==> src/rtl/dffre_bist_pkg.sv <==
// Shared types and constants for the reset/enable flop BIST checker.
// Imported by the LFSR sub-module and the checker top.
package dffre_bist_pkg;

  typedef enum logic [2:0] {
    ST_IDLE,
    ST_APPLY,
    ST_CHECK,
    ST_DRAIN,
    ST_DONE
  } state_e;

  localparam int NUM_DIRECTED = 6;
  localparam logic [15:0] LFSR_TAPS = 16'hB400;

  function automatic int step_w(input int num_random);
    return $clog2(NUM_DIRECTED + num_random + 1);
  endfunction

endpackage

==> src/rtl/dffre_bist_lfsr.sv <==
// 16-bit Galois LFSR, x^16+x^14+x^13+x^11+1, shifting right.
// Load takes priority over advance; only bit 0 is consumed.
module dffre_bist_lfsr
  import dffre_bist_pkg::*;
#(
  parameter logic [15:0] SEED = 16'hACE1
) (
  input  logic clk,
  input  logic rst_n,
  input  logic i_Load,
  input  logic i_Adv,
  output logic o_Bit
);

  logic [15:0] lfsr_q, lfsr_d;

  always_comb begin
    lfsr_d = lfsr_q;
    if (i_Load) begin
      lfsr_d = SEED;
    end else if (i_Adv) begin
      lfsr_d = {1'b0, lfsr_q[15:1]}
             ^ (lfsr_q[0] ? LFSR_TAPS : 16'h0);
    end
  end

  always_ff @(posedge clk or negedge rst_n) begin
    if (!rst_n) lfsr_q <= SEED;
    else        lfsr_q <= lfsr_d;
  end

  assign o_Bit = lfsr_q[0];

endmodule

==> config.mk <==
export PLATFORM = sky130hd
export DESIGN_NAME = dffre_bist_lfsr
export DESIGN_NICKNAME = d
export VERILOG_FILES = /design/src/rtl/dffre_bist_pkg.sv /design/src/rtl/dffre_bist_lfsr.sv
export SDC_FILE = /design/constraint.sdc
export NUM_CORES = 1
export LEC_CHECK = 0
export BUFFER_PORTS_ARGS = -buffer_cell sky130_fd_sc_hd__buf_2
export CAP_MARGIN = 40
export CORE_ASPECT_RATIO = 0.75
export CORE_UTILIZATION = 30
export DETAILED_ROUTE_END_ITERATION = 8
export GPL_TIMING_DRIVEN = 1
export HOLD_SLACK_MARGIN = 0.06
export PLACE_DENSITY = 0.54
export SETUP_SLACK_MARGIN = 0.2
export SLEW_MARGIN = 20
export SYNTH_ARGS = -nofsm -noshare
export SYNTH_HDL_FRONTEND = slang
export SYNTH_SLANG_ARGS = --single-unit
==> constraint.sdc <==
create_clock -name clk -period 1.1 [get_ports clk]
set_input_delay 0.22 -clock clk [delete_from_list [all_inputs] [get_ports clk]]
set_output_delay 0.22 -clock clk [all_outputs]
set_load 0.005 [all_outputs]
# Yosys cells after proc, flatten, opt, wreduce, memory -nomap -nowiden
# Cells that the tools add are included.
# Widths: inputs -> output; s select.
[classes]
n_div = 0
n_reduce_logical = 1
n_eq_ne = 0
n_addsub = 0
n_lt_le_gt_ge = 0
bitwise = 1
mux = 3
n_shift = 0
multipliers = 0
[ops]
columns = ["operator", "count"]
rows = [
  ["$mux 16", 3],
  ["$xor 15x16->16", 1],
  ["$reduce_bool 2->1", 1],
]
[totals]
input_bits = 4
out_inout_bits = 1
word_cells = 6
latchBits = 0
mem_count = 0
rom_bits = 0
ramBits = 0
regBits = 16

# Longest topological paths before layout
[depth]
ltp_word = 4
depth_mapped = 4
depth_no_buf = 2

# Worst setup path after synthesis
# No wires, ideal clock.
[synth_timing]
path_kind = "flip-flop to flip-flop"
start = "reg lfsr_q[0]"
end = "reg lfsr_q[12]"
slack_ps = 159
t_required_ps = 1013
arrival_ps = 855
setup_ps = 87
path_buffers = 0
path_stages_with_launch = 3
period_less_slack_ps = 941
path_cell_list = "dfstp_2 xnor2_1 a211oi_2"
[synth_via]
elab_chain_cells = 4
[synth_lines]
columns = ["item", "line_no", "text"]
rows = [
  ["start: declaration", "dffre_bist_lfsr.sv:15", "logic [15:0] lfsr_q, lfsr_d;"],
  ["start signal: assignment", "dffre_bist_lfsr.sv:29", "else lfsr_q <= lfsr_d;"],
  ["$mux 16", "dffre_bist_lfsr.sv:23", "^ (lfsr_q[0] ? LFSR_TAPS : 16'h0);"],
  ["$xor 15x16->16", "dffre_bist_lfsr.sv:23", ""],
  ["$mux 16", "dffre_bist_lfsr.sv:21", "end else if (i_Adv) begin"],
  ["$mux 16", "dffre_bist_lfsr.sv:19", "if (i_Load) begin"],
]
# No other way between the ends. The select of a mux whose other input is x is not followed.
# A chain may end at the register's enable or synchronous reset.

# Worst setup path after layout
[layout_timing]
start = "reg lfsr_q[0]"
end = "out o_Bit"
[layout_lines]
columns = ["item", "line_no", "text"]
rows = [
  ["end: declaration", "dffre_bist_lfsr.sv:12", "output logic o_Bit"],
]
# No word-level cell between the ends.

==> out/results.tsv <==
stage	metric	value	unit
run_status	status	complete, but fails checks	
run_status	failing checks	setup timing	
clock_tree	clock slew at reported path FFs	0.09	ns
clock_tree	cts bufs inserted	3	
timing	period utilization	105	%
synthesis	Cell variety after synth	17	
grt	GRT overflow	0	
clock_tree	TritonCTS clock tree	done	
die	row count	15	
die	die height	44.6	µm
flow_run	max cap viols	0	
die	I/O pins	5	
worst_setup_path	Setup crit start kind	flop	
worst_setup_path	delay of the slowest critical-path stage	0.54	ns
clock_tree	CTS root buffer	clkbuf_4	
power	Pwr Density	1450	mW/mm²
placement	routability congestion estimate	0.655	
finish	Most flops, register	lfsr_q	
detailed_routing	drt via density	4.34	
synthesis	Syn Nets	60	
synthesis	asr flop ratio synth	100	%
power	Net Sw Frac	23.3	%
placement	hpwl dp	762	µm
grt	initial antenna violation count	0	
clock_tree	clk sink count	16	
synthesis	largest cells by area after synthesis	dfstp_2 (29%), dfrtp_1 (28%), mux2i_1 (9.6%)	
synthesis	top_reg_cell synth	dfstp_2	
detailed_routing	Pre-Repair DR Iteration Count	4	
clock_tree	Post-CTS Resized	0	
timing	min Tclk post-route	1.15	ns
power	leak pwr	0.373	nW
worst_setup_path	critical path peak fanout	2	
synthesis	Synth Area in Compound Gates	11.2	%
synthesis	register bit total from synthesis	16	
worst_setup_path	WP data arrival	0.93	ns
worst_setup_path	CP cell instances	buf_2	
synthesis	most frequent cells after synthesis	dfrtp_1 (8), dfstp_2 (8), mux2i_1 (7), nor2_1 (7), a211o_2 (5)	
timing	RSZ-0062 raised after global routing	true	
worst_setup_path	worst reg-to-reg setup slack	0.05	ns
power	Peak VDD IR	0.771	mV
worst_setup_path	Setup CP Type	flop to output port	
power	combinational share of power	12.4	%
synthesis	sequential area share after synthesis	56.5	%
synthesis	Post-Synth Simple-Gate Area	13.4	%
timing	clk_skew	0.00261	ns
clock_tree	CTS Buffer Depth	2	
grt	vias in the first global route	437	
finish	biggest regs	lfsr_q (16)	
worst_setup_path	Setup crit end kind	output port	
timing	Slew Viols, Final	0	
power	Power Internal	0.922	mW
timing	final hold vios	0	
power	Clock Power Share	32.2	%
worst_setup_path	slowest CP cell	dfstp_2	
worst_setup_path	worst path required time	0.88	ns
placement	port bufs	4	
synthesis	Yosys top cell by area	dfstp_2	
finish	ANT cells	0	
timing	Worst-Margin Slew	0.364	ns
detailed_routing	antenna-violating nets left	0	
detailed_routing	initial DRC count	2	
finish	Area Overhead vs Synth	14.5	%
finish	register area	410	µm²
finish	post-route cell area	832	µm²
grt	first-pass GRT wire length	2120	µm
timing	endpoints failing setup	1	
finish	fill count	254	
synthesis	multiplexer share of the synthesized area	9.64	%
synthesis	Yosys warning total	0	
power	total power	1.20	mW
grt	met1 Use GR	16.2	%
timing	Max-slew headroom	75.8	%
synthesis	Post-Synth XOR/XNOR Area	3.61	%
synthesis	Post-synth EDFFs	0	
die	width of the die	58.8	µm
power	Sw Pwr	0.281	mW
die	CORE AREA	0.00229	mm²
detailed_routing	DRC	0	
detailed_routing	drt wl/cell	11.6	µm
synthesis	synthesized instance count	56	
timing	fmax	870	MHz
synthesis	synthesized area	727	µm²
grt	Tot GR Track Use	11.3	%
die	die area	0.00263	mm²
grt	met2 GRT Util	14.5	%
synthesis	Adder-Cell Fraction of Synth Area	0	%
clock_tree	clock latency on the worst-skew pair	0.28	ns
grt	met3 Resource Use GR	6.14	%
synthesis	largest family of logic cells by synthesized area	simple AND/OR/NAND/NOR gates	
synthesis	Mean Syn Cell Area	13.0	µm²
synthesis	area fraction of the dominant cell type after synthesis	28.9	%
worst_setup_path	CP delay by family, top	flip-flops	
finish	Largest register FFs	16	
die	Starting Density	31.7	%
grt	GRT busiest layer	met1	
finish	fin nets	70	
detailed_routing	via count	430	
grt	largest net degree at the start of global routing	18	
clock_tree	H-tree lvl count	1	
min_path	Hold/Removal Path Class	input pin to flop	
placement	DP Area	778	µm²
worst_setup_path	WP buf/inv	1	
timing	Final WS setup	-0.0497	ns
detailed_routing	Routed Wire Length	1150	µm
finish	multi-input logic area	283	µm²
finish	share of cells above drive strength 1	49.2	%
power	Seq pwr share	55.4	%
[final timing paths]
path | start | to | cells past startpoint
worst max-delay path | lfsr_q[0]$_DFFE_PN1P_ | o_Bit | 1
worst min-delay path | i_Adv | lfsr_q[15]$_DFFE_PN1P_ | 2
worst max register to register | lfsr_q[0]$_DFFE_PN1P_ | lfsr_q[0]$_DFFE_PN1P_ | 3
worst min register to register | lfsr_q[8]$_DFFE_PN0P_ | lfsr_q[7]$_DFFE_PN1P_ | 1
max in group asynchronous | rst_n | lfsr_q[13]$_DFFE_PN1P_ | 2
min in group asynchronous | rst_n | lfsr_q[4]$_DFFE_PN0P_ | 2
[final cells by class]
| type | count | area share, % |
|---|---|---|
| clock buffer | 4 | 4.36 |
| multi-input combinational | 36 | 34.0 |
| timing repair buffer | 9 | 7.22 |
| sequential | 16 | 49.3 |
| tap | 34 | 5.11 |
[cells by family after synthesis]
kind of cell    count (synthesis)
mux                             7
simple gates                   17
buf+inv                         4
xor+xnor                        3
flops                          16
compound gates                  9
[placed cells by master, fill, tap and decap left out, types with 2 or more instances in the layout]
cell	count
dfrtp_1	8
nor3_1	2
mux2i_1	7
dfstp_2	8
nor2b_1	2
a211o_2	5
a21oi_1	2
buf_2	4
buf_4	4
clkbuf_4	3
xnor2_1	2
nor2_1	7
and2b_2	4
[power by group through the flow]
stage	clock (mW)	sequential [mW]	combinational, mW
after CTS	0.405	0.667	0.152
after global placement	0	0.683	0.137
after floorplan	0	0.675	0.111
final	0.387	0.666	0.150
after global routing	0.432	0.672	0.167
after detailed placement	0	0.682	0.138
[stage by stage]
| stage | cells | util (%) | worst slack [ns] | TNS (ns) | hold WS [ns] |
|---|---|---|---|---|---|
| after floorplan | 56 | - | 0.191 | 0 | -0.0756 |
| after global placement | 93 | 34.0 | 0.0986 | 0 | 0.150 |
| after detailed placement | 93 | 34.0 | 0.0927 | 0 | 0.152 |
| after CTS | 99 | 36.3 | -0.0582 | -0.0582 | 0.260 |
| after global routing | 99 | 36.3 | -0.100 | -0.100 | 0.284 |
| final | 99 | 36.3 | -0.0497 | -0.0497 | 0.267 |
[per-layer routing]
metal	wire length (µm)	up-vias	share of wire [%]
met2	467	8	41
li1	-	211	-
met1	624	211	54
met3	61	0	5.3
met4	0	0	0
met5	0	-	0
[repair_timing]
| action | in CTS | in global routing |
|---|---|---|
| buffers inserted | 1 | 0 |
| pin swaps | 2 | 3 |
| hold buffers | 1 | 0 |
| gates cloned | 0 | 0 |
| hold endpoints to repair | 8 | 0 |
| endpoints found under the setup margin | 7 | 8 |
(Power assumes the default switching activity.)
